<file path="src/rtl/tetris_input_ctrl_if.sv">
// Player-input bus for the Tetris front end: raw pins and ADC result in,
// debounced button state and tilt move pulses out.
interface tetris_input_ctrl_if #(
  parameter int ADC_W = 12,
  parameter int NBTN  = 2
);
  logic [ADC_W-1:0] adc_value;
  logic [NBTN-1:0]  btn_raw;
  logic [NBTN-1:0]  btn_level;
  logic [NBTN-1:0]  btn_press;
  logic             move_left;
  logic             move_right;
  logic             tilt_active;

  // Board / ADC side: drives the raw inputs and consumes the game events
  modport master (
    output adc_value,
    output btn_raw,
    input  btn_level,
    input  btn_press,
    input  move_left,
    input  move_right,
    input  tilt_active
  );

  // Input controller side
  modport slave (
    input  adc_value,
    input  btn_raw,
    output btn_level,
    output btn_press,
    output move_left,
    output move_right,
    output tilt_active
  );
endinterface

</file>
<file path="src/rtl/tetris_input_ctrl.sv">
// Tetris player-input front end: debounced pushbuttons with press pulses,
// plus a tilt FSM (CENTER/LEFT/RIGHT with hysteresis) that emits move pulses
// with delayed-auto-shift and auto-repeat while the tilt is held.
module tetris_input_ctrl #(
  parameter int ADC_W       = 12,
  parameter int NBTN        = 2,
  parameter bit BTN_ACT_LOW = 1'b1,
  parameter int DEB_CYCLES  = 500000,
  parameter int THR_HI      = 1820,
  parameter int THR_LO      = 1480,
  parameter int HYST        = 40,
  parameter int DAS_CYCLES  = 10000000,
  parameter int ARR_CYCLES  = 2500000
) (
  input logic               FPGA_CLK1_50,
  input logic               reset,
  tetris_input_ctrl_if.slave bus
);

  // Elaboration-time sanity checks on the threshold window and timing constants
  if (!(THR_LO + HYST < THR_HI - HYST)) begin : g_bad_hyst
    $error("tetris_input_ctrl: THR_LO+HYST must be below THR_HI-HYST");
  end
  if (!(THR_HI < (2 ** ADC_W))) begin : g_bad_thr_hi
    $error("tetris_input_ctrl: THR_HI does not fit in ADC_W bits");
  end
  if (DEB_CYCLES < 1 || DAS_CYCLES < 1 || ARR_CYCLES < 1) begin : g_bad_cycles
    $error("tetris_input_ctrl: DEB/DAS/ARR cycle counts must be at least 1");
  end

  localparam int DEB_W   = $clog2(DEB_CYCLES + 1);
  localparam int REP_MAX = (DAS_CYCLES > ARR_CYCLES) ? DAS_CYCLES : ARR_CYCLES;
  localparam int REP_W   = $clog2(REP_MAX + 1);

  localparam logic [DEB_W-1:0] DEB_LAST = DEB_W'(DEB_CYCLES - 1);
  localparam logic [REP_W-1:0] DAS_LOAD = REP_W'(DAS_CYCLES - 1);
  localparam logic [REP_W-1:0] ARR_LOAD = REP_W'(ARR_CYCLES - 1);

  localparam logic [ADC_W-1:0] ENTER_RIGHT   = ADC_W'(THR_HI);
  localparam logic [ADC_W-1:0] ENTER_LEFT    = ADC_W'(THR_LO);
  localparam logic [ADC_W-1:0] RELEASE_RIGHT = ADC_W'(THR_HI - HYST);
  localparam logic [ADC_W-1:0] RELEASE_LEFT  = ADC_W'(THR_LO + HYST);

  // Raw pin level of a button that is not being pressed
  localparam logic [NBTN-1:0] IDLE_RAW = BTN_ACT_LOW ? {NBTN{1'b1}} : {NBTN{1'b0}};

  typedef enum logic [1:0] {
    CENTER,
    LEFT,
    RIGHT
  } tilt_state_t;

  logic [NBTN-1:0]  sync1;
  logic [NBTN-1:0]  sync2;
  logic [NBTN-1:0]  synced;
  logic [DEB_W-1:0] deb_cnt [NBTN];
  logic [NBTN-1:0]  level;
  logic [NBTN-1:0]  press;

  logic [ADC_W-1:0] adc_q;
  tilt_state_t      state;
  tilt_state_t      next_state;
  logic [REP_W-1:0] rep_cnt;
  logic [REP_W-1:0] next_cnt;
  logic             left_q;
  logic             right_q;
  logic             next_left;
  logic             next_right;

  // Two-flop synchroniser for the asynchronous button pins, idling at the released level
  always_ff @(posedge FPGA_CLK1_50 or posedge reset) begin
    if (reset) begin
      sync1 <= IDLE_RAW;
      sync2 <= IDLE_RAW;
    end else begin
      sync1 <= bus.btn_raw;
      sync2 <= sync1;
    end
  end

  // Normalise polarity so that 1 always means pressed
  assign synced = sync2 ^ IDLE_RAW;

  // Per-button debounce: accept a change only after DEB_CYCLES consecutive disagreeing cycles
  always_ff @(posedge FPGA_CLK1_50 or posedge reset) begin
    if (reset) begin
      level <= '0;
      press <= '0;
      for (int i = 0; i < NBTN; i++) begin
        deb_cnt[i] <= '0;
      end
    end else begin
      for (int i = 0; i < NBTN; i++) begin
        if (synced[i] != level[i]) begin
          if (deb_cnt[i] == DEB_LAST) begin
            level[i]   <= synced[i];
            press[i]   <= synced[i];
            deb_cnt[i] <= '0;
          end else begin
            press[i]   <= 1'b0;
            deb_cnt[i] <= deb_cnt[i] + 1'b1;
          end
        end else begin
          press[i]   <= 1'b0;
          deb_cnt[i] <= '0;
        end
      end
    end
  end

  // Tilt next-state, repeat-counter and move-pulse decision from the registered ADC sample
  always_comb begin
    next_state = state;
    next_cnt   = rep_cnt;
    next_left  = 1'b0;
    next_right = 1'b0;

    case (state)
      CENTER: begin
        if (adc_q > ENTER_RIGHT) begin
          next_state = RIGHT;
        end else if (adc_q < ENTER_LEFT) begin
          next_state = LEFT;
        end
      end
      RIGHT: begin
        if (adc_q < ENTER_LEFT) begin
          next_state = LEFT;
        end else if (adc_q <= RELEASE_RIGHT) begin
          next_state = CENTER;
        end
      end
      LEFT: begin
        if (adc_q > ENTER_RIGHT) begin
          next_state = RIGHT;
        end else if (adc_q >= RELEASE_LEFT) begin
          next_state = CENTER;
        end
      end
      default: begin
        next_state = CENTER;
      end
    endcase

    if (next_state == CENTER) begin
      next_cnt = '0;
    end else if (next_state != state) begin
      next_cnt   = DAS_LOAD;
      next_left  = (next_state == LEFT);
      next_right = (next_state == RIGHT);
    end else if (rep_cnt == '0) begin
      next_cnt   = ARR_LOAD;
      next_left  = (state == LEFT);
      next_right = (state == RIGHT);
    end else begin
      next_cnt = rep_cnt - 1'b1;
    end
  end

  // Register the ADC sample, tilt state, repeat counter and the move pulses
  always_ff @(posedge FPGA_CLK1_50 or posedge reset) begin
    if (reset) begin
      adc_q   <= '0;
      state   <= CENTER;
      rep_cnt <= '0;
      left_q  <= 1'b0;
      right_q <= 1'b0;
    end else begin
      adc_q   <= bus.adc_value;
      state   <= next_state;
      rep_cnt <= next_cnt;
      left_q  <= next_left;
      right_q <= next_right;
    end
  end

  assign bus.btn_level   = level;
  assign bus.btn_press   = press;
  assign bus.move_left   = left_q;
  assign bus.move_right  = right_q;
  assign bus.tilt_active = (state != CENTER);

endmodule

</file>
<file path="src/flat_wrapper.sv">
// flat-port wrapper written by rule: the top's interface ports become plain ports
module tetris_input_ctrl_flat 
#(
  parameter int ADC_W       = 12,
  parameter int NBTN        = 2,
  parameter bit BTN_ACT_LOW = 1'b1,
  parameter int DEB_CYCLES  = 500000,
  parameter int THR_HI      = 1820,
  parameter int THR_LO      = 1480,
  parameter int HYST        = 40,
  parameter int DAS_CYCLES  = 10000000,
  parameter int ARR_CYCLES  = 2500000
)
  (FPGA_CLK1_50, reset, bus_adc_value, bus_btn_raw, bus_btn_level, bus_btn_press, bus_move_left, bus_move_right, bus_tilt_active);
  tetris_input_ctrl_if #(.ADC_W(ADC_W), .NBTN(NBTN)) bus_i ();
  input logic FPGA_CLK1_50;
  input logic reset;
  input wire logic [$bits(bus_i.adc_value)-1:0] bus_adc_value;
  input wire logic [$bits(bus_i.btn_raw)-1:0] bus_btn_raw;
  output wire logic [$bits(bus_i.btn_level)-1:0] bus_btn_level;
  output wire logic [$bits(bus_i.btn_press)-1:0] bus_btn_press;
  output wire logic [$bits(bus_i.move_left)-1:0] bus_move_left;
  output wire logic [$bits(bus_i.move_right)-1:0] bus_move_right;
  output wire logic [$bits(bus_i.tilt_active)-1:0] bus_tilt_active;
  assign bus_i.adc_value = bus_adc_value;
  assign bus_i.btn_raw = bus_btn_raw;
  assign bus_btn_level = bus_i.btn_level;
  assign bus_btn_press = bus_i.btn_press;
  assign bus_move_left = bus_i.move_left;
  assign bus_move_right = bus_i.move_right;
  assign bus_tilt_active = bus_i.tilt_active;
  tetris_input_ctrl #(.ADC_W(ADC_W), .NBTN(NBTN), .BTN_ACT_LOW(BTN_ACT_LOW), .DEB_CYCLES(DEB_CYCLES), .THR_HI(THR_HI), .THR_LO(THR_LO), .HYST(HYST), .DAS_CYCLES(DAS_CYCLES), .ARR_CYCLES(ARR_CYCLES)) u_core (.FPGA_CLK1_50(FPGA_CLK1_50), .reset(reset), .bus(bus_i));
endmodule
</file>
<file path="config.mk">
export PLATFORM = sky130hd
export DESIGN_NAME = tetris_input_ctrl_flat
export DESIGN_NICKNAME = d
export VERILOG_FILES = /design/src/rtl/tetris_input_ctrl_if.sv /design/src/rtl/tetris_input_ctrl.sv /design/src/flat_wrapper.sv
export SDC_FILE = /design/constraint.sdc
export NUM_CORES = 1
export LEC_CHECK = 0
export CORE_MARGIN = 2
export CORE_UTILIZATION = 37
export CTS_BUF_LIST = sky130_fd_sc_hd__clkbuf_16
export DETAILED_ROUTE_END_ITERATION = 12
export PLACE_DENSITY_LB_ADDON = 0.25
export RECOVER_POWER = 50
export REMOVE_ABC_BUFFERS = 1
export SLEW_MARGIN = 20
export SYNTH_ARGS = -nofsm -noshare
export SYNTH_HDL_FRONTEND = slang
export SYNTH_SLANG_ARGS = --single-unit
export TNS_END_PERCENT = 10
</file>
<file path="constraint.sdc">
create_clock -name FPGA_CLK1_50 -period 2.95 [get_ports FPGA_CLK1_50]
set_clock_uncertainty 0.1 [all_clocks]
set_input_delay 0.59 -clock FPGA_CLK1_50 [delete_from_list [all_inputs] [get_ports FPGA_CLK1_50]]
set_output_delay 0.59 -clock FPGA_CLK1_50 [all_outputs]
set_load 0.05 [all_outputs]
</file>
Word-level counts from Yosys, hierarchy flattened:

Cells that the tools add are included.

* add/sub/neg operators: 3
* multiply operators: 0
* divide/modulo/power cells: 0
* $lt $le $gt $ge: 4
* equal/unequal tests: 9
* shift-type cells: 0
* multiplexer cells: 24
* bitwise operators: 1
* reduce and logical (&&, ||, !) cells: 6

Operators by type and width (count)
* two-way mux 19 bit: 4
* two-way mux 24 bit: 3
* adder 19 x 1 -> 19 bit (second input constant): 2
* == test 19 bit (second input constant): 2
* logical NOT 24 bit: 1
* subtractor 24 x 1 -> 24 bit (second input constant): 1
* greater-or-equal comparator 12 x 11 -> 1 bit (second input constant): 1
* > comparator 12 x 11 -> 1 bit (second input constant): 1
* less-or-equal comparator 12 x 11 -> 1 bit (second input constant): 1
* < comparator 12 x 11 -> 1 bit (second input constant): 1
* two-way mux 2 bit: 6
* two-way mux 1 bit: 10
* one-hot mux 2 bit (3 select lines): 1
* == test 2 x 1 -> 1 bit (second input constant): 2
* == test 2 bit (second input constant): 2
* logical NOT 2 bit: 2
* AND reduction 2 bit: 2
* != test 1 bit: 2
* != test 2 bit: 1
* inverter 2 bit: 1
* nonzero test 2 bit: 1

* register bits after elaboration: 86
* latch bits: 0
* bits in writable memories: 0
* ROM bits: 0
* memories kept: 0

Longest topological paths before layout:

Gate-level depths: netlist of run 1.

* depth after elaboration: 7
* depth in mapped cells: 8

Worst setup path before layout of run 1:

OpenSTA, ideal clock, no wires.

* kind: reg-to-reg
* from: register u_core.rep_cnt[19]
* to: register u_core.right_q (netlist: u_core.bus.move_right)
* setup time: 0.087 ns
* arrival time: 2.257 ns
* data required time: 2.763 ns
* slack: 0.506 ns
* stages on the path, launching flop included: 6
* buffers on the path: 0
* period minus slack after synthesis: 2.444 ns
* cell sequence: dfrtp_1 or4_4 or4_4 or3_4 or3_1 a211oi_2

* longest elaborated chain between the ends: 4

RTL lines
* start, declared: RTL line tetris_input_ctrl.sv:63 `logic [REP_W-1:0] rep_cnt;`
* start signal, assigned: RTL line tetris_input_ctrl.sv:171 `rep_cnt <= next_cnt;`
* logical NOT 24 bit: RTL line tetris_input_ctrl.sv:151 `end else if (rep_cnt == '0) begin`
* two-way mux 1 bit: RTL line tetris_input_ctrl.sv:151
* two-way mux 1 bit: RTL line tetris_input_ctrl.sv:147 `end else if (next_state != state) begin`
* two-way mux 1 bit: RTL line tetris_input_ctrl.sv:145 `if (next_state == CENTER) begin`
* via u_core.next_right: RTL line tetris_input_ctrl.sv:68 `logic next_right;`
* end signal, assigned: RTL line tetris_input_ctrl.sv:173 `right_q <= next_right;`
* end, declared: RTL line tetris_input_ctrl.sv:66 `logic right_q;`

The timed path passes the listed nets, and every way through them passes these cells.
A chain may end at the register's enable or synchronous reset.

Worst setup path after layout of run 1:

Ends and elaborated chain as after synthesis.

==> metrics.cfg, run 1 <==
[status]
status = complete, no violations

[clock_tree]
root_buffer = clkbuf_16
path_clk_slew_ns = 0.06
cts_setup_buffers = 0
numCtsBuffers = 9
tritoncts = built
clk_path_buf_depth = 2
cts_resized = 0
cts_max_level = 3
cts_hold_buf = 0
clkLatencyLatePin_ns = 0.33
cts_sinks = 86

[global_routing]
grt_start_max_net_pins = 41
grt_pass1_vias = 2771
track_usage_pct = 13.40
overflow = 0
antenna_found_initial = 0
grt_pass1_wl_um = 12320

[sta]
finalMaxSlewViolations = 0
min_period_ns = 2.492
max_freq_mhz = 401.3
tightestPinTransition_ns = 1.125
slew_headroom_pct = 24.59
fin_hold_ws_ns = 0.2550
setup_viol = 0
fin_tns_setup_ns = 0
rsz0062_at_grt = no
period_share_pct = 84.48
hold_viol_final = 0

[cells_and_area]
layout-drive-gt1-share_pct = 7.786
stdcell_count = 547
final_util_pct = 45.36
fill_cells = 981
diodes = 0
final_nets = 427
syn2layout_area_growth_pct = 19.50

[drt]
vias = 2747
final_antenna_net_count = 0
routed_via_density = 5.022
dr.pass1.iters = 4
first_iter_violations = 60
wirelength_um = 7011
drt-wirelength-per-cell_um = 12.82
route.detailed.drc = 0

[synth]
synth_edf_count = 0
synth_top_area_share_pct = 52.60
synth.distinct_cells = 40
synthArstFlopShare_pct = 100.0
synth-seq-cells = 86
yosysWarnings = 0
synth_area_sq_um = 3901
synth_xor_area_share_pct = 11.90
yosys-top-cells-area = dfrtp_1 (53%), xor2_1 (6.1%), xnor2_1 (5.8%)
yosysTopAreaCell = dfrtp_1
yosys.area_share.simple_pct = 22.13
synth-adder-area-share_pct = 1.283
post_synth_most_frequent_cells = dfrtp_1 (82), nor2_1 (56), nand2_1 (29)
syn_inst = 376
synthMuxAreaShare_pct = 0.2566
synth_top_family_by_area = simple AND/OR/NAND/NOR gates
synth_most_common_cell = dfrtp_1
syn_area_per_cell_sq_um = 10.38
synth-compound-area-share_pct = 7.312
synth_seq_area_share_pct = 55.29
ys.flop_type = dfrtp_1

[die]
start_util_pct = 37.96
pin_count = 23
core_sq_um = 10280
rows = 37
fp.dieArea_sq_um = 11380
fp.dieH_um = 106.7
fp.dieW_um = 106.7

[critical_path]
cpMostUsedCell = or4_4
critical_path_class = flop to flop
max_stage_delay_ns = 0.57
worst_setup_path_end_kind = flop
r2r_setup_slack_ns = 0.46
slowest_stage = or4_4
crit_required_ns = 3.10
start_kind = flop
critPathMaxFanout = 5
cp_cell_sequence = or4_4, or4_4, or3_4, or3_1, a211oi_2
cp_data_arrival_time_ns = 2.64

[place]
globalplace.congestion = 0.7879
dp_hpwl_um = 4705
dp_cells = 532
numPortBuffers = 22

[power_and_ir_drop]
leakage_nw = 1.899
powerDensity_nw_per_um2 = 644.8
peakVddDrop_v = 0.0003580

[worst_hold_path]
hp-class = flop to flop

[run]
drv_cap = 0

through the flow:
step / total power, mW / cell area [sq um] / worst slack, ns
6_report: 3.006 / 4662 / 0.4578
5_1_grt: 3.153 / 4662 / 0.3730
4_1_cts: 3.048 / 4664 / 0.4490
3_5_place_dp: 1.767 / 4328 / 0.4685
3_3_place_gp: 1.757 / 4328 / 0.4825
2_1_floorplan: 1.636 / 3864 / 0.04477
worst paths after layout:
| kind | startpoint | endpoint | cells after the start |
|---|---|---|---|
| worst max-delay path | u_core.rep_cnt[19] | u_core.bus.move_right | 5 |
| worst min-delay path | u_core.sync1[0] | u_core.sync2[0] | 0 |
| min in group asynchronous | reset | u_core.deb_cnt[22] | 2 |
| worst min register to register | u_core.sync1[0] | u_core.sync2[0] | 0 |
| max in group asynchronous | reset | u_core.sync2[1] | 3 |
| worst max register to register | u_core.rep_cnt[19] | u_core.bus.move_right | 5 |
area by class of cell:
class / instances / area [sq um] / area share [%]
Clock buffer: 9 / 225.2 / 4.831
Sequential cell: 86 / 2157 / 46.27
Clock inverter: 6 / 111.4 / 2.389
Tap cell: 136 / 170.2 / 3.650
Multi-Input combinational cell: 271 / 1673 / 35.88
Inverter: 9 / 35.03 / 0.7515
Timing Repair Buffer: 30 / 290.3 / 6.227
per-layer routing:
layer  global-route usage, %  share of wire [%]  vias to the layer above
met3                   3.283                2.6                        7
met2                   22.07                 48                       25
met1                   17.27                 49                     1329
met4                   4.731                1.2                        0
met5                       0                  0                        -
li1                        -                  -                     1386
logic make-up after synthesis:
group | count (synthesis)
and+or+nand+nor | 168
DFF | 86
xor gates and xnor gates | 53
AOI/OAI and AO/OA | 45
buffers and inverters | 19
adders and majority gates | 4
muxes | 1
registers in the layout, indices dropped and copies added, names as in the netlist, 2 cells and up:
name / count
u_core.deb_cnt: 38
u_core.rep_cnt: 24
u_core.adc_q: 12
u_core.bus.btn_level: 2
u_core.bus.btn_press: 2
u_core.state: 2
u_core.sync1: 2
u_core.sync2: 2
critical path, delay by kind of cell, from the launching register on:
| kind | cells | cell delay [ns] |
|---|---|---|
| and+or+nand+nor | 4 | 1.72 |
| DFF | 1 | 0.39 |
| AOI/OAI and AO/OA | 1 | 0.21 |
power by group:
part | internal (mW) | leakage [nW] | switching, mW | total, mW
clock | 0.822 | 0.163 | 0.445 | 1.27
combinational | 0.173 | 0.620 | 0.214 | 0.387
sequential | 1.27 | 1.12 | 0.0834 | 1.35
cells in the final DEF, fill, tap and decap left out, types with 4 or more instances in the layout:
| cell type | instances |
|---|---|
| nand4_1 | 11 |
| clkbuf_16 | 9 |
| nor3_1 | 10 |
| dfstp_2 | 4 |
| a31oi_1 | 8 |
| inv_1 | 8 |
| nor2_1 | 56 |
| o21ai_0 | 7 |
| dfrtp_1 | 82 |
| a21oi_1 | 16 |
| nor4_1 | 14 |
| nand2_1 | 29 |
| buf_4 | 6 |
| o31a_1 | 4 |
| clkdlybuf4s50_1 | 7 |
| nand3_1 | 14 |
| xnor2_1 | 26 |
| ha_1 | 4 |
| xor2_1 | 27 |
| dlygate4sd3_1 | 15 |
| and3_1 | 7 |
| or3_1 | 6 |
Power figures use the tool's default switching activity.
==> inputs of run 2 (changes only) <==
==> constraint.sdc (replaced) <==
create_clock -name FPGA_CLK1_50 -period 2.5 [get_ports FPGA_CLK1_50]
set_clock_uncertainty 0.1 [all_clocks]
set_input_delay 0.5 -clock FPGA_CLK1_50 [delete_from_list [all_inputs] [get_ports FPGA_CLK1_50]]
set_output_delay 0.5 -clock FPGA_CLK1_50 [all_outputs]
set_load 0.05 [all_outputs]
==> run 2 against run 1 <==
Count of clock-buffer cells in the layout did not move; highest routed layer unchanged; wire length up 2.3%; utilization up 0.58 points; cell count increased by 1.5%.
==> metrics.cfg, run 2 (synthesized netlist as in run 1, its figures left out) <==
[drt]
routed_via_density = 5.059  ; +0.75%
drt-wirelength-per-cell_um = 12.92  ; +0.81%
first_iter_violations = 86  ; +43%
vias = 2808  ; +2.2%
wirelength_um = 7171  ; +2.3%
dr.pass1.iters = 4  ; unchanged
route.detailed.drc = 0  ; unchanged
final_antenna_net_count = 0  ; unchanged

[critical_path]
critical_path_class = flop to flop
slowest_stage = or4_4
crit_required_ns = 2.65  ; -0.45 ns
cp_data_arrival_time_ns = 2.61  ; -0.03 ns
start_kind = flop
max_stage_delay_ns = 0.54  ; -0.03 ns
critPathMaxFanout = 3  ; -2
cp.buffers_inverters = 0  ; unchanged
cp_cell_sequence = or4_4, or4_4, or3_4, or3_4, a211oi_2
cp_top_family = simple AND/OR/NAND/NOR gates
worst_setup_path_end_kind = flop

[global_routing]
track_usage_pct = 13.93  ; +0.53 points
met2_usage_pct = 22.57  ; +0.50 points
grt_pass1_wl_um = 12740  ; +3.4%
gr-usage-met3_pct = 3.526  ; +0.24 points
top_usage_layer = met2
overflow = 0  ; unchanged
use_met1_pct = 18.39  ; +1.1 points
grt_pass1_vias = 2835  ; +2.3%
grt_start_max_net_pins = 45  ; +9.8%
antenna_found_initial = 0  ; unchanged

[clock_tree]
path_clk_slew_ns = 0.07  ; about the same
clkLatencyLatePin_ns = 0.34  ; about the same
root_buffer = clkbuf_16
cts_sinks = 86  ; unchanged
cts_max_level = 3  ; unchanged
numCtsBuffers = 9  ; unchanged
clk_path_buf_depth = 2  ; unchanged
tritoncts = built

[sta]
period_share_pct = 98.16  ; +14 points
setup_viol = 0  ; unchanged
fin_hold_ws_ns = 0.2549  ; -0.0001330 ns
tightestPinTransition_ns = 1.038  ; -0.08666 ns
slew_headroom_pct = 30.78  ; +6.2 points
max_freq_mhz = 407.5  ; +1.6%
rsz0062_at_grt = yes
min_period_ns = 2.454  ; -0.03809 ns
hold_viol_final = 0  ; unchanged
finalMaxSlewViolations = 0  ; unchanged

[die]
fp.dieH_um = 106.7  ; unchanged
start_util_pct = 37.96  ; unchanged
rows = 37  ; unchanged
core_sq_um = 10280  ; unchanged
fp.dieArea_sq_um = 11380  ; unchanged
fp.dieW_um = 106.7  ; unchanged
pin_count = 23  ; unchanged

[cells_and_area]
layout-drive-gt1-share_pct = 9.785  ; +2.0 points
final_util_pct = 45.95  ; +0.58 points
reg_top3 = u_core.deb_cnt: 38 flops, u_core.rep_cnt: 24 flops, u_core.adc_q: 12 flops
fill_cells = 975  ; -0.61%
largest_reg_flops = 38  ; unchanged
top_register = u_core.deb_cnt
final_nets = 434  ; +1.6%
multi_input_area_sq_um = 1685  ; +0.75%
final_cell_mix = dfrtp_1 (82), nor2_1 (56), nand2_1 (29)
syn2layout_area_growth_pct = 21.04
fin_area_sq_um = 4722  ; +1.3%
final_common_cell = dfrtp_1
seqCellArea_sq_um = 2157  ; unchanged
diodes = 0  ; unchanged

[worst_hold_path]
hp-class = flop to flop

[place]
numPortBuffers = 22  ; unchanged
place_area_sq_um = 4368  ; +0.93%
globalplace.congestion = 0.7795  ; -1.1%
dp_hpwl_um = 4842  ; +2.9%

[status]
status = complete, no violations

[power_and_ir_drop]
leakage_nw = 1.945  ; +2.4%
peakVddDrop_v = 0.0003893  ; +8.7%
powerDensity_nw_per_um2 = 764.2  ; +19%

[run]
drv_cap = 0  ; unchanged

-- run 2: per-stage QoR --
| stage | setup TNS [ns] | power [mW] | setup slack [ns] | instances |
|---|---|---|---|---|
| after floorplan | -25.90 | 1.930 | -0.3152 | 366 |
| after global placement | 0 | 2.090 | 0.06134 | 539 |
| after detailed placement | 0 | 2.103 | 0.03321 | 539 |
| after CTS | 0 | 3.650 | 0.009019 | 555 |
| after global routing | -0.04030 | 3.785 | -0.04030 | 555 |
| final | 0 | 3.609 | 0.04593 | 555 |
-- run 2: metal layers --
metal / up-vias / share of wire (%)
li1: 1398 / -
met1: 1367 / 49
met2: 37 / 47
met3: 6 / 3.2
met4: 0 / 1.0
met5: - / 0
-- run 2: final timing paths --
kind,startpoint,end,slack (ns),cells past startpoint
worst max-delay path,u_core.rep_cnt[19],u_core.bus.move_right,0.05,5
worst min-delay path,u_core.sync1[0],u_core.sync2[0],0.25,0
worst max register to register,u_core.rep_cnt[19],u_core.bus.move_right,0.05,5
worst min register to register,u_core.sync1[0],u_core.sync2[0],0.25,0
max in group asynchronous,reset,u_core.deb_cnt[21],0.78,3
min in group asynchronous,reset,u_core.rep_cnt[0],0.87,3
-- run 2: final cells by class --
class	count	share of cell area (%)
clock buffers	9	4.769
clock inverters	7	2.570
inverters	9	0.7419
multi-input cells	271	35.69
flip-flops and latches	86	45.68
well taps	136	3.604
repair buffers	37	6.942
-- run 2: where the power goes --
group          internal, mW  switching (mW)
Combinational         0.217           0.261
Clock                 0.983           0.550
Sequential             1.50           0.102
Total                  2.70           0.912
-- run 2: repair_timing --
action | CTS | global route
hold buffers | 0 | 0
endpoints found under the setup margin | 0 | 5
setup buffers | 0 | 0
resized for setup | 0 | 2
==> inputs of run 3 (changes only) <==
--- a/config.mk
+++ b/config.mk
@@ -9,6 +9,7 @@
 export CORE_UTILIZATION = 37
 export CTS_BUF_LIST = sky130_fd_sc_hd__clkbuf_16
 export DETAILED_ROUTE_END_ITERATION = 12
+export GPL_TIMING_DRIVEN = 0
 export PLACE_DENSITY_LB_ADDON = 0.25
 export RECOVER_POWER = 50
 export REMOVE_ABC_BUFFERS = 1
==> constraint.sdc (replaced) <==
create_clock -name FPGA_CLK1_50 -period 2.4 [get_ports FPGA_CLK1_50]
set_clock_uncertainty 0.1 [all_clocks]
set_input_delay 0.48 -clock FPGA_CLK1_50 [delete_from_list [all_inputs] [get_ports FPGA_CLK1_50]]
set_output_delay 0.48 -clock FPGA_CLK1_50 [all_outputs]
set_load 0.05 [all_outputs]
==> run 3 against run 2 <==
The run now ends with setup timing left; clock power decreased by 5%; setup slack got worse by 0.072 ns; register-to-register slack got worse by 0.07 ns; final area decreased by 1.2%; via count increased by 0.18%; sequential share of layout area increased by 0.56 points; combinational power increased by 1%; utilization decreased by 0.56 points; count of clock-buffer cells in the layout unchanged; global-route usage decreased by 0.065 points.
==> metrics.cfg, run 3 (synthesized netlist as in run 1, its figures left out) <==
[sta]
setup_viol = 1  ; +1
slew_headroom_pct = 4.709  ; -26 points
finalMaxSlewViolations = 0  ; unchanged
hold_viol_final = 0  ; unchanged
period_share_pct = 101.1  ; +2.9 points
tightestPinTransition_ns = 1.428  ; +0.3894 ns
rsz0062_at_grt = yes
setup_ws_ns = -0.02628  ; -0.07221 ns
fin_hold_ws_ns = 0.2554  ; +0.0005560 ns
max_freq_mhz = 412.2  ; +1.1%
min_period_ns = 2.426  ; -0.02779 ns
fin_tns_setup_ns = -0.02628  ; -0.02628 ns

[cells_and_area]
final_common_cell = dfrtp_1
final_cell_mix = dfrtp_1 (82), nor2_1 (56), nand2_1 (28)
reg_top3 = u_core.deb_cnt: 38 flops, u_core.rep_cnt: 24 flops, u_core.adc_q: 12 flops
syn2layout_area_growth_pct = 19.56
diodes = 0  ; unchanged
largest_reg_flops = 38  ; unchanged
top_register = u_core.deb_cnt
final_nets = 426  ; -1.8%
fin_area_sq_um = 4664  ; -1.2%
stdcell_count = 547  ; -1.4%
layout-drive-gt1-share_pct = 9.002  ; -0.78 points

[drt]
dr.pass1.iters = 4  ; unchanged
route.detailed.drc = 0  ; unchanged
final_antenna_net_count = 0  ; unchanged
vias = 2813  ; +0.18%
routed_via_density = 5.143  ; +1.6%
first_iter_violations = 124  ; +44%
wirelength_um = 7241  ; +0.98%
drt-wirelength-per-cell_um = 13.24  ; +2.5%

[run]
drv_cap = 0  ; unchanged

[critical_path]
start_kind = flop
worst_setup_path_end_kind = flop
critPathMaxFanout = 4  ; +1
cpMostUsedCell = or4_4
r2r-start = u_core.rep_cnt[18]
crit_required_ns = 2.55  ; -0.10 ns
cp_data_arrival_time_ns = 2.58  ; -0.03 ns
max_stage_delay_ns = 0.54  ; about the same
cp_cell_sequence = or4_4, or4_4, or3_4, or3_1, a211oi_2
cp_top_family = simple AND/OR/NAND/NOR gates
startpoint = u_core.rep_cnt[18]
slowest_stage = or4_4
critical_path_class = flop to flop
cp.buffers_inverters = 0  ; unchanged

[place]
numPortBuffers = 22  ; unchanged
dp_cells = 526  ; -2.4%
dp_hpwl_um = 4687  ; -3.2%
globalplace.congestion = 0.7639  ; -2.0%
place_area_sq_um = 4292  ; -1.7%

[clock_tree]
path_clk_slew_ns = 0.06  ; about the same
cts_max_level = 3  ; unchanged
root_buffer = clkbuf_16
clk_path_buf_depth = 2  ; unchanged
cts_hold_buf = 0  ; unchanged
tritoncts = built
clkLatencyLatePin_ns = 0.33  ; about the same
numCtsBuffers = 9  ; unchanged
cts_sinks = 86  ; unchanged

[global_routing]
grt_start_max_net_pins = 49  ; +8.9%
gr-usage-met3_pct = 1.824  ; -1.7 points
top_usage_layer = met2
overflow = 0  ; unchanged
use_met1_pct = 17.84  ; -0.55 points
grt_pass1_wl_um = 12630  ; -0.86%
grt_pass1_vias = 2735  ; -3.5%
antenna_found_initial = 0  ; unchanged
track_usage_pct = 13.87  ; -0.065 points
met2_usage_pct = 23.11  ; +0.55 points

[power_and_ir_drop]
peakVddDrop_v = 0.0004323  ; +11%
powerDensity_nw_per_um2 = 775.5  ; +1.5%
leakage_nw = 1.910  ; -1.8%

[status]
status = complete, but fails checks
violations = setup timing

[die]
fp.dieArea_sq_um = 11380  ; unchanged
pin_count = 23  ; unchanged
fp.dieW_um = 106.7  ; unchanged
rows = 37  ; unchanged
start_util_pct = 37.96  ; unchanged
fp.dieH_um = 106.7  ; unchanged
core_sq_um = 10280  ; unchanged

[worst_hold_path]
hp-class = flop to flop
worstHoldStart = u_core.sync1[0]

==> run 3: power breakdown <==
group	switching [mW]	internal (mW)
logic	0.274	0.211
clock network	0.549	0.905
registers	0.119	1.56
total	0.942	2.68
==> run 3: path summary, 6_finish.rpt <==
| kind | to | slack, ns | cells past startpoint |
|---|---|---|---|
| max | u_core.bus.move_right | -0.03 | 5 |
| min | u_core.sync2[0] | 0.26 | 0 |
| max reg2reg | u_core.bus.move_right | -0.03 | 5 |
| min reg2reg | u_core.sync2[0] | 0.26 | 0 |
| max in group asynchronous | u_core.deb_cnt[2] | 0.30 | 3 |
| min in group asynchronous | u_core.deb_cnt[28] | 0.91 | 2 |
==> run 3: final cells by class <==
class                      count  area, sq um
inverter                       9        33.78
tap                          136        170.2
fill                         987         5613
clock buffer                   9        225.2
clock inverter                 7        88.84
multi-input combinational    272         1714
sequential                    86         2157
timing repair buffer          28        275.3
==> run 3: repair_timing <==
item                       CTS  global route
cloned                       1             0
pin swaps                    3             1
setup endpoints to repair   14            25
hold endpoints to repair     0             0
setup buffers                3             1
resized for setup            3             4
==> run 3: worst register-to-register path, stage by stage (launching register included) <==
cell and delay, ns:
dfrtp_1 0.38, or4_4 0.54, or4_4 0.46, or3_4 0.36
or3_1 0.33, a211oi_2 0.18
==> run 3: routing by layer <==
metal / vias up / part of all wire [%]
met5: - / 0
met4: 0 / 2.2
met3: 13 / 2.3
met2: 39 / 49
met1: 1387 / 47
li1: 1374 / -
==> run 3: stage by stage <==
step | power [mW] | util [%] | setup WS (ns)
final | 3.617 | 45.39 | -0.02628
after global placement | 2.134 | 41.39 | -1.722
after floorplan | 2.011 | - | -0.3952
after CTS | 3.661 | 45.30 | -0.06693
after global routing | 3.796 | 45.39 | -0.1112
after detailed placement | 2.157 | 41.76 | -0.2818
